==> src/rtl/sd_req_arb_if.sv <==
`default_nettype none
// ============================================================================
// Module      : sd_req_arb_if
// Description : Sector-request bus between a requester and a sector server.
//               The master drives the request and the write-data byte. The
//               slave returns the ack and the buffer write strobe.
// Revision    : 1.0 - initial release
// ============================================================================
interface sd_req_arb_if;
  logic [31:0] lba;       // sector address
  logic        rd;        // read request (level)
  logic        wr;        // write request (level)
  logic        ack;       // request acknowledged / transfer in progress
  logic        buff_wr;   // buffer write strobe (sector data for reads)
  logic [7:0]  buff_din;  // buffer read data (sector data for writes)

  // Requester side: issues requests and supplies write data.
  modport master (
    output lba, rd, wr, buff_din,
    input  ack, buff_wr
  );

  // Server side: accepts requests and returns ack and strobes.
  modport slave (
    input  lba, rd, wr, buff_din,
    output ack, buff_wr
  );
endinterface
`default_nettype wire

==> src/rtl/sd_req_arb.sv <==
`default_nettype none
// ============================================================================
// Module      : sd_req_arb
// Description : Round-robin arbiter sharing one IO-controller sector
//               interface between two requesters (A and B). It latches one
//               request, routes ack and buffer traffic to the granted port
//               only, and aborts a request the controller never acks.
// Revision    : 1.0 - initial release
// ============================================================================
module sd_req_arb #(
  parameter int TIMEOUT_W = 24
) (
  input  wire logic      clk_sys,
  input  wire logic      reset,
  sd_req_arb_if.slave    a,
  sd_req_arb_if.slave    b,
  sd_req_arb_if.master   sd,
  output logic           busy,
  output logic           grant,
  output logic           timeout
);

  typedef enum logic [1:0] {
    IDLE = 2'd0,
    REQ  = 2'd1,
    XFER = 2'd2,
    DONE = 2'd3
  } state_t;

  state_t               state_q, state_d;
  logic [31:0]          lba_q, lba_d;
  logic                 rd_q, rd_d;
  logic                 wr_q, wr_d;
  logic                 grant_q, grant_d;
  logic                 prio_q, prio_d;     // 0 = A has priority, 1 = B
  logic                 timeout_q, timeout_d;
  logic [TIMEOUT_W-1:0] wd_q, wd_d;

  logic                 a_pend, b_pend, pick_b, sel_wr;
  logic                 gnt_rd, gnt_wr;
  logic [TIMEOUT_W-1:0] wd_inc;
  logic                 active;
  logic                 a_ack_w, b_ack_w;

  // Next-state logic: grant selection, request launch, watchdog, release.
  always_comb begin
    a_pend    = a.rd | a.wr;
    b_pend    = b.rd | b.wr;
    pick_b    = b_pend & (~a_pend | prio_q);
    sel_wr    = pick_b ? b.wr : a.wr;            // write wins over read
    gnt_rd    = grant_q ? b.rd : a.rd;
    gnt_wr    = grant_q ? b.wr : a.wr;
    wd_inc    = wd_q + {{(TIMEOUT_W-1){1'b0}}, 1'b1};

    state_d   = state_q;
    lba_d     = lba_q;
    rd_d      = rd_q;
    wr_d      = wr_q;
    grant_d   = grant_q;
    prio_d    = prio_q;
    timeout_d = 1'b0;
    wd_d      = wd_q;

    case (state_q)
      IDLE: begin
        wd_d = '0;
        if (a_pend | b_pend) begin
          grant_d = pick_b;
          lba_d   = pick_b ? b.lba : a.lba;
          wr_d    = sel_wr;
          rd_d    = ~sel_wr;
          state_d = REQ;
        end
      end
      REQ: begin
        if (sd.ack) begin
          rd_d    = 1'b0;
          wr_d    = 1'b0;
          wd_d    = '0;
          state_d = XFER;
        end else if (&wd_inc) begin
          // Controller never answered: drop the request and let the
          // requester withdraw on its own before re-arbitrating.
          rd_d      = 1'b0;
          wr_d      = 1'b0;
          wd_d      = '0;
          timeout_d = 1'b1;
          state_d   = DONE;
        end else begin
          wd_d = wd_inc;
        end
      end
      XFER: begin
        if (!sd.ack) state_d = DONE;
      end
      DONE: begin
        // Hold off until the served port drops its level request so the
        // same request is not issued twice.
        if (!gnt_rd && !gnt_wr) begin
          prio_d  = ~grant_q;
          state_d = IDLE;
        end
      end
      default: state_d = IDLE;
    endcase
  end

  // State and output registers with synchronous reset.
  always_ff @(posedge clk_sys) begin
    if (reset) begin
      state_q   <= IDLE;
      lba_q     <= '0;
      rd_q      <= 1'b0;
      wr_q      <= 1'b0;
      grant_q   <= 1'b0;
      prio_q    <= 1'b0;
      timeout_q <= 1'b0;
      wd_q      <= '0;
    end else begin
      state_q   <= state_d;
      lba_q     <= lba_d;
      rd_q      <= rd_d;
      wr_q      <= wr_d;
      grant_q   <= grant_d;
      prio_q    <= prio_d;
      timeout_q <= timeout_d;
      wd_q      <= wd_d;
    end
  end

  // Ack and strobe routing stays combinational so each requester keeps its
  // own ack synchroniser timing; spurious acks outside REQ/XFER are dropped.
  assign active     = (state_q == REQ) || (state_q == XFER);
  assign a_ack_w    = sd.ack & active & ~grant_q;
  assign b_ack_w    = sd.ack & active &  grant_q;
  assign a.ack      = a_ack_w;
  assign b.ack      = b_ack_w;
  assign a.buff_wr  = sd.buff_wr & a_ack_w;
  assign b.buff_wr  = sd.buff_wr & b_ack_w;

  assign sd.lba      = lba_q;
  assign sd.rd       = rd_q;
  assign sd.wr       = wr_q;
  assign sd.buff_din = grant_q ? b.buff_din : a.buff_din;

  assign busy    = (state_q != IDLE);
  assign grant   = grant_q;
  assign timeout = timeout_q;

endmodule
`default_nettype wire
==> src/flat_wrapper.sv <==
// flat-port wrapper written by rule: the top's interface ports become plain ports
module sd_req_arb_flat 
#(
  parameter int TIMEOUT_W = 24
)
  (clk_sys, reset, busy, grant, timeout, a_lba, a_rd, a_wr, a_buff_din, a_ack, a_buff_wr, b_lba, b_rd, b_wr, b_buff_din, b_ack, b_buff_wr, sd_lba, sd_rd, sd_wr, sd_buff_din, sd_ack, sd_buff_wr);
  sd_req_arb_if a_i ();
  sd_req_arb_if b_i ();
  sd_req_arb_if sd_i ();
  input  wire logic clk_sys;
  input  wire logic reset;
  output logic busy;
  output logic grant;
  output logic timeout;
  input wire logic [$bits(a_i.lba)-1:0] a_lba;
  input wire logic [$bits(a_i.rd)-1:0] a_rd;
  input wire logic [$bits(a_i.wr)-1:0] a_wr;
  input wire logic [$bits(a_i.buff_din)-1:0] a_buff_din;
  output wire logic [$bits(a_i.ack)-1:0] a_ack;
  output wire logic [$bits(a_i.buff_wr)-1:0] a_buff_wr;
  input wire logic [$bits(b_i.lba)-1:0] b_lba;
  input wire logic [$bits(b_i.rd)-1:0] b_rd;
  input wire logic [$bits(b_i.wr)-1:0] b_wr;
  input wire logic [$bits(b_i.buff_din)-1:0] b_buff_din;
  output wire logic [$bits(b_i.ack)-1:0] b_ack;
  output wire logic [$bits(b_i.buff_wr)-1:0] b_buff_wr;
  output wire logic [$bits(sd_i.lba)-1:0] sd_lba;
  output wire logic [$bits(sd_i.rd)-1:0] sd_rd;
  output wire logic [$bits(sd_i.wr)-1:0] sd_wr;
  output wire logic [$bits(sd_i.buff_din)-1:0] sd_buff_din;
  input wire logic [$bits(sd_i.ack)-1:0] sd_ack;
  input wire logic [$bits(sd_i.buff_wr)-1:0] sd_buff_wr;
  assign a_i.lba = a_lba;
  assign a_i.rd = a_rd;
  assign a_i.wr = a_wr;
  assign a_i.buff_din = a_buff_din;
  assign a_ack = a_i.ack;
  assign a_buff_wr = a_i.buff_wr;
  assign b_i.lba = b_lba;
  assign b_i.rd = b_rd;
  assign b_i.wr = b_wr;
  assign b_i.buff_din = b_buff_din;
  assign b_ack = b_i.ack;
  assign b_buff_wr = b_i.buff_wr;
  assign sd_lba = sd_i.lba;
  assign sd_rd = sd_i.rd;
  assign sd_wr = sd_i.wr;
  assign sd_buff_din = sd_i.buff_din;
  assign sd_i.ack = sd_ack;
  assign sd_i.buff_wr = sd_buff_wr;
  sd_req_arb #(.TIMEOUT_W(TIMEOUT_W)) u_core (.clk_sys(clk_sys), .reset(reset), .a(a_i), .b(b_i), .sd(sd_i), .busy(busy), .grant(grant), .timeout(timeout));
endmodule
==> config.mk <==
export PLATFORM = sky130hd
export DESIGN_NAME = sd_req_arb_flat
export DESIGN_NICKNAME = d
export VERILOG_FILES = /design/src/rtl/sd_req_arb_if.sv /design/src/rtl/sd_req_arb.sv /design/src/flat_wrapper.sv
export SDC_FILE = /design/constraint.sdc
export NUM_CORES = 1
export LEC_CHECK = 0
export CORE_ASPECT_RATIO = 1.5
export CORE_MARGIN = 1.5
export CORE_UTILIZATION = 44
export CTS_CLUSTER_SIZE = 8
export DETAILED_ROUTE_END_ITERATION = 12
export GPL_TIMING_DRIVEN = 0
export HOLD_SLACK_MARGIN = 0.05
export PLACE_DENSITY = 0.9
export SYNTH_ARGS = -nofsm -noshare
export SYNTH_HDL_FRONTEND = slang
export SYNTH_SLANG_ARGS = --single-unit
==> constraint.sdc <==
create_clock -name clk_sys -period 3.7 [get_ports clk_sys]
set_clock_uncertainty 0.1 [all_clocks]
set_input_delay 0.74 -clock clk_sys [delete_from_list [all_inputs] [get_ports clk_sys]]
set_output_delay 0.74 -clock clk_sys [all_outputs]
set_load 0.02 [all_outputs]
After elaboration in Yosys (flattened, before gate mapping)

Index checks and enable logic that the tools add are counted.

Bits of input ports: 88
Register bits after elaboration: 63
Output and inout port bits: 49

Multiplexer cells: 21
Equality and inequality tests: 7
Bitwise logic cells: 14
Reduce and logical (&&, ||, !) cells: 13
Add/subtract/negate cells: 1

Operators with widths:

| operator              | number |
|---|---|
| $mux 24               | 2 |
| $pmux 24 s2           | 1 |
| $mux 32               | 1 |
| $add 24x1->24 const B | 1 |
| $reduce_and 24->1     | 1 |
| $mux 2                | 5 |
| $mux 1                | 8 |
| $mux 8                | 1 |
| $pmux 2 s4            | 1 |
| $and 1x1->1           | 6 |
| $eq 2x2->1 const B    | 2 |
| $ne 2x1->1 const B    | 2 |
| $not 1->1             | 4 |
| $or 1x1->1            | 4 |
| $pmux 1 s2            | 2 |
| $reduce_and 2->1      | 2 |
| $reduce_and 4->1      | 1 |
| $reduce_bool 2->1     | 2 |
| $ne 3x2->1 const B    | 1 |
| $reduce_and 3->1      | 1 |
| $reduce_or 3->1       | 1 |
| $eq 2x1->1 const B    | 1 |
| $logic_not 1->1       | 2 |
| $logic_not 2->1       | 1 |
| 3 further kinds       | 3 |

Depth between registers and ports, before layout

Gate-level depths: netlist of run 1.

Word-level depth: 8
Mapped depth: 10

Worst setup path before layout of run 1

OpenSTA, ideal clock, no wires.

Kind: reg-to-reg
Start point: register u_core.wd_q[1]
End point: register u_core.wd_q[17]
Path slack: 1,028 ps
Path buffers: 2
Library setup time: 122 ps
Data arrival time: 2,450 ps
Cell stages (with the launch flop): 11
Required time: 3,478 ps
Path through: dfxtp_1 > ha_1 > clkbuf_1 > nor2b_1 > nand2_1 > a2111oi_0 > o211ai_1 > nor4_4 > buf_6 > nor4_1 > a311o_1

Word-level cells in the longest chain between the ends: 5

RTL lines:

| element                | line              | RTL |
|---|---|---|
| start, declared        | sd_req_arb.sv:37  | `logic [TIMEOUT_W-1:0] wd_q, wd_d;` |
| start signal, assigned | sd_req_arb.sv:127 | `wd_q <= wd_d;` |
| $add 24x1->24 *        | sd_req_arb.sv:53  | `wd_inc = wd_q + {{(TIMEOUT_W-1){1'b0}}, 1'b1};` |
| $reduce_and 24->1      | sd_req_arb.sv:81  | `end else if (&wd_inc) begin` |
| $mux 24 *              | sd_req_arb.sv:81  |  |
| $mux 24 *              | sd_req_arb.sv:76  | `if (sd.ack) begin` |
| $pmux 24 s2 *          | sd_req_arb.sv:64  | `case (state_q)` |

Every way passes the cells marked *; elsewhere a longest branch is shown, timed or not.
A chain may end at the register's enable or synchronous reset.

Worst setup path after layout of run 1

Start point: register u_core.wd_q[0]
End point: register u_core.wd_q[7]

Same word-level chain as after synthesis.

==> flow_metrics.tcl, run 1 <==
set metrics [dict create \
    status "finished clean" \
    drtIter0Drc 302 \
    cp-start-kind "register" \
    max_freq_mhz 287.5 \
    avgSynthCellArea_um2 8.537 \
    synth_top_area_share_pct 35.26 \
    ys_ff_latch 63 \
    synth_nets 513 \
    netlist_top_cells_area "dfxtp_1 35%, mux2i_1 9.2%, a211oi_1 7.1%" \
    swShare_pct 35.91 \
    seqPwrFrac_pct 27.9 \
    min_to "u_core.sd.wr" \
    crit_fanout 10 \
    track_usage_pct 26.35 \
    clock_latency_ns 0.34 \
    m1WireLength_um 4106 \
    initial_core_util_pct 44.95 \
    dr.pass1.iters 5 \
    wl_met3_um 841 \
    pwr-share-comb_pct 42.5 \
    synth_edf_count 0 \
    multi_input_area_um2 2136 \
    grt_max_degree 11 \
    synth-async-reset-ratio_pct 0 \
    leakage_nw 2.134 \
    setup_viol 0 \
    switchingPower_mw 1.198 \
    intPower_mw 2.138 \
    place_congestion 0.9509 \
    peakVddDrop_v 0.0003671 \
    dr_total_vias 3896 \
    cts_buffer_depth 2 \
    final_cells 675 \
    dieArea_um2 8691 \
    worstPathArrival_ns 3.60 \
    wl_met2_um 5923 \
    slew_headroom_pct 39.25 \
    critical_path_required_ns 3.82 \
    grt_overflow 0 \
    critPathKind "reg2reg" \
    dpl.hpwl_um 8774 \
    ys_top_cells_by_count "63 x dfxtp_1, 56 x nor2_1, 34 x a211oi_1, 33 x mux2i_1, 26 x nand2_1" \
    cts_buffers 9 \
    cp-end-kind "register" \
    final_layout_size_suffix_gt1_share_pct 6.842 \
    die_y_um 113.4 \
    pwr_density_cell_nw_per_um2 615.8 \
    remaining_drc_errors 0 \
    synth.most_common_cell "dfxtp_1" \
    htreeDepth 3 \
    synthCells 419 \
    finalPower_mw 3.336 \
    cts_tree "built" \
    hp-class "reg2reg" \
    ant_nets 0 \
    grt_pass1_vias 3884 \
    r2r_cells 10 \
    fillerInstances 587 \
    synth_flop_cell "dfxtp_1" \
    whs_path_depth 2 \
    place_inst 660 \
    min_period_over_period_pct 94.01 \
    maxCapViolCount 0 \
    postCtsSetupBuffers 0 \
    cpMaxStageDelayCell "a2111oi_1" \
    max_stage_delay_ns 0.80 \
    finalHoldViolations 0 \
    cts_hold_buf 0 \
    cts-root-buf "clkbuf_16" \
    totalWireLength_um 11340 \
    clk_transition_reported_paths_ns 0.05 \
    top_layer "met4" \
    die_w_um 76.62 \
    ys_warn_count 0 \
    coreArea_um2 7958 \
    setup_tns_ns 0 \
    rsz0062_at_grt "false" \
    synth_top_cell_by_area "dfxtp_1" \
    regArea_um2 1261 \
    netlist_area_um2 3577 \
    antenna_cells 0 \
    synth_cell_types 56 \
    antenna_found_initial 0 \
    rrSetupSlack_ns 0.22 \
    min-delay-start "u_core.sd.wr" \
    tightest_slew_ns 0.9090 \
    cp_cell_sequence "ha_1, clkbuf_1, nor2b_1, nand2_1, a2111oi_1, o211ai_1, nor4_4, buf_2, nor4_1, o21a_1" \
    wl_per_cell_um 16.80 \
    grt_pass1_wl_um 18020 \
    worstReg2RegStart "u_core.wd_q[0]" \
    cts_resized 0 \
    num-nets-final 660 \
    drv_slew 0 \
    period_minus_slack_ns 3.479 \
    pwr-share-clk_pct 29.7 \
    yosysSeqAreaShare_pct 35.26 \
    vias_per_cell 5.772 \
    area_growth_pct 51.45 \
    num_io_pins 137 \
    io_buffers 136 \
    r2r_end "u_core.wd_q[7]" \
    row_count 40 \
    cts_sinks 63 \
]
worst max-delay path, delay by kind of cell (launching register included):
kind	cells	cell delay, ns
AOI/OAI and AO/OA	3	1.31
and+or+nand+nor	4	0.86
buffers and inverters	2	0.60
DFF	1	0.35
adders and majority gates	1	0.15
cell type report:
type                            count  area share (%)
Buffer                             33           2.725
Clock buffer                       12           4.734
Sequential cell                    63           23.28
Inverter                            9          0.6236
Clock inverter                      3           1.663
Tap cell                          105           2.425
Timing Repair Buffer              136           25.13
Multi-Input combinational cell    314           39.42
cells in the final DEF (no fill, tap or decap), drive strengths merged, types with 4 or more instances in the layout:
master         netlist  layout
a211oi              34      34
a21o                 4       4
a21oi                9       9
a22o                 4       4
and3                 5       5
buf                  7       7
clkbuf              26      38
clkdlybuf4s50        0     136
dfxtp               63      63
ha                   6       6
inv                  9       9
mux2                 8       8
mux2i               33      33
nand2               26      26
nand2b               5       5
nand3               11      11
nand4                8       8
nor2                56      56
nor3                13      13
nor3b                6       6
nor4                 9       9
o21a                10      10
o21ai               12      12
o311ai               8       8
o31ai                6       6
xor2                 4       4
cell families after synthesis:
family	count (synthesis)	share of synthesized area, %
mux	41	11.75
xor+xnor	5	1.224
simple gates	156	22.74
compound gates	106	21.86
buf+inv	42	5.072
fa+ha+maj	6	2.099
flops	63	35.26
flip-flops by register name, indices dropped and copies added, names as in the netlist:
name	count
u_core.grant	1
u_core.state_q	2
u_core.timeout	1
u_core.wd_q	24
u_core.prio_q	1
u_core.sd.rd	1
u_core.sd.lba	32
u_core.sd.wr	1
through the flow:
step	hold WS, ns	utilization [%]	area (um^2)	worst slack (ns)
after detailed placement	0.3854	63.71	5070	0.2361
final	0.3937	68.08	5418	0.2215
after global placement	0.3866	63.71	5070	0.3126
after floorplan	0.3807	-	3577	1.028
after CTS	0.3919	68.07	5416	0.1798
after global routing	0.4218	68.08	5418	0.1869
worst max-delay path by stage:
stage                         startpoint         endpoint  slack (ns)  cells past startpoint
after detailed placement  u_core.wd_q[0]   u_core.wd_q[7]        0.24                     10
after floorplan           u_core.wd_q[1]  u_core.wd_q[17]        1.03                     10
after CTS                 u_core.wd_q[0]  u_core.wd_q[21]        0.18                     10
after global routing      u_core.wd_q[1]   u_core.wd_q[8]        0.19                      9
after global placement    u_core.wd_q[0]   u_core.wd_q[9]        0.31                     10
final                     u_core.wd_q[0]   u_core.wd_q[7]        0.22                     10
power groups by stage:
stage | registers [mW] | clock network, mW | logic [mW]
5_1_grt | 0.945 | 1.02 | 1.52
6_report | 0.931 | 0.989 | 1.42
3_5_place_dp | 0.937 | 0 | 1.40
2_1_floorplan | 1.09 | 0 | 0.642
3_3_place_gp | 0.932 | 0 | 1.36
4_1_cts | 0.926 | 0.993 | 1.41
per-layer routing:
layer  vias to the layer above  GRT usage, %
li1                       1850             -
met3                        46         7.600
met1                      1810         26.16
met2                       190         48.87
met4                         0         14.57
met5                         -             0
(Power assumes the default switching activity.)
==> run 2: changes to the inputs <==
GPL_ROUTABILITY_DRIVEN = 0   (was default)
HOLD_SLACK_MARGIN = 0.12   (was 0.05)
==> run 2 against run 1 <==
Clock power decreased by 15%. Utilization shrank 0.69 points. Critical path type unchanged. Cell count increased by 0.15%. Highest routed layer unchanged.
==> flow_metrics.tcl, run 2 (synthesis gave the netlist of run 1 again) <==
set metrics [dict create \
    clk_transition_reported_paths_ns 0.05 \
    finalHoldViolations 0 \
    antenna_cells 0 \
    grt_overflow 0 \
    max_stage_delay_ns 0.80 \
    cp-start-kind "register" \
    totalWireLength_um 11380 \
    drtIter0Drc 335 \
    antenna_found_initial 0 \
    wl_per_cell_um 16.83 \
    final_cell_area_um2 5363 \
    dpl.hpwl_um 8668 \
    final_cells 676 \
    num-nets-final 660 \
    cts_buffer_depth 2 \
    grt_pass1_wl_um 18200 \
    final_layout_size_suffix_gt1_share_pct 6.655 \
    vias_per_cell 5.678 \
    cp_cell_sequence "ha_1, clkbuf_1, nor2b_1, nand2_1, a2111oi_0, o211ai_1, nor4_4, buf_6, nor4_1, a311o_1" \
    track_usage_pct 26.53 \
    remaining_drc_errors 0 \
    crit_fanout 10 \
    clock_latency_ns 0.33 \
    rsz0062_at_grt "false" \
    io_buffers 136 \
    cp-end-kind "register" \
    grt_pass1_vias 3865 \
    cts_hold_buf 0 \
    cts_tree "built" \
    cts-root-buf "clkbuf_16" \
    leakage_nw 2.105 \
    slew_headroom_pct 35.50 \
    postCtsSetupBuffers 0 \
    tightest_slew_ns 0.9432 \
    cts_resized 0 \
    layout_common_cells "136 x clkdlybuf4s50_1, 63 x dfxtp_1, 56 x nor2_1" \
    dieArea_um2 8691 \
    initial_core_util_pct 44.95 \
    row_count 40 \
    maxCapViolCount 0 \
    setup_viol 0 \
    period_minus_slack_ns 3.440 \
    grt_max_degree 11 \
    status "finished clean" \
    fillerInstances 599 \
    ant_nets 0 \
    largest_reg_flops 32 \
    cts_sinks 63 \
    final_common_cell "clkdlybuf4s50_1" \
    area_growth_pct 49.91 \
    die_y_um 113.4 \
    min_period_over_period_pct 92.97 \
    critical_path_required_ns 3.81 \
    num_io_pins 137 \
    pwr_density_cell_nw_per_um2 590.8 \
    dr.pass1.iters 5 \
    critPathKind "reg2reg" \
    peakVddDrop_v 0.0005224 \
    die_w_um 76.62 \
    drv_slew 0 \
    max_freq_mhz 290.7 \
    cpMaxStageDelayCell "a2111oi_0" \
    place_area_um2 5070 \
    worstPathArrival_ns 3.55 \
    place_inst 660 \
    cts_buffers 9 \
    dr_total_vias 3838 \
    setup_tns_ns 0 \
    coreArea_um2 7958 \
    htreeDepth 3 \
    hp-class "reg2reg" \
]
[run 2: changes by cell type in the layout (fill, tap and decap cells not counted)]
cell / delta
a2111oi_0: +1
a2111oi_1: -1
bufinv_16: -2
clkbuf_1: +2
clkbuf_8: -1
clkinv_2: +1
clkinvlp_4: +1
[run 2: final cells by class]
class	instances	area, um^2	area share [%]
clock inverter	3	42.54	0.7933
tap	105	131.4	2.450
multi-input combinational	314	2135	39.80
buffer	33	147.6	2.753
timing repair buffer	136	1361	25.39
inverter	9	33.78	0.6300
clock buffer	13	250.2	4.666
sequential	63	1261	23.52
[run 2: report_power, final]
group | switching, mW | leakage (nW) | internal, mW | total [mW]
sequential | 0.105 | 0.517 | 0.832 | 0.937
combinational | 0.780 | 1.45 | 0.614 | 1.39
clock | 0.298 | 0.140 | 0.539 | 0.837
[run 2: worst max-delay path: cells and delay by family, from the launching register on]
kind	cells	cell delay, ns
buffers and inverters	2	0.49
adders and majority gates	1	0.15
AOI/OAI and AO/OA	3	1.46
DFF	1	0.35
and+or+nand+nor	4	0.76
[run 2: worst paths after layout]
kind / start / end / cells past startpoint / slack, ns
min reg2reg: u_core.sd.lba[2] / u_core.sd.lba[2] / 2 / 0.40
min: u_core.sd.lba[2] / u_core.sd.lba[2] / 2 / 0.40
max reg2reg: u_core.wd_q[1] / u_core.wd_q[17] / 10 / 0.26
max: u_core.wd_q[1] / u_core.wd_q[17] / 10 / 0.26
[run 2: layer usage]
layer | wire, um | share of wire (%) | GRT usage [%] | up-vias
li1 | - | - | - | 1856
met1 | 3977 | 35 | 25.84 | 1747
met2 | 6127 | 54 | 50.30 | 205
met3 | 932 | 8.2 | 8.080 | 30
met4 | 338 | 3.0 | 12.96 | 0
met5 | 0 | 0 | 0 | -
[run 2: per-stage QoR]
step	worst slack (ns)	util, %	power, mW	hold WS (ns)
5_1_grt	0.1926	67.39	3.334	0.4273
2_1_floorplan	1.028	-	1.727	0.3807
3_5_place_dp	0.3527	63.71	2.331	0.3930
4_1_cts	0.3330	67.39	3.174	0.3978
6_report	0.2601	67.39	3.168	0.3976
3_3_place_gp	0.4894	63.71	2.295	0.3872
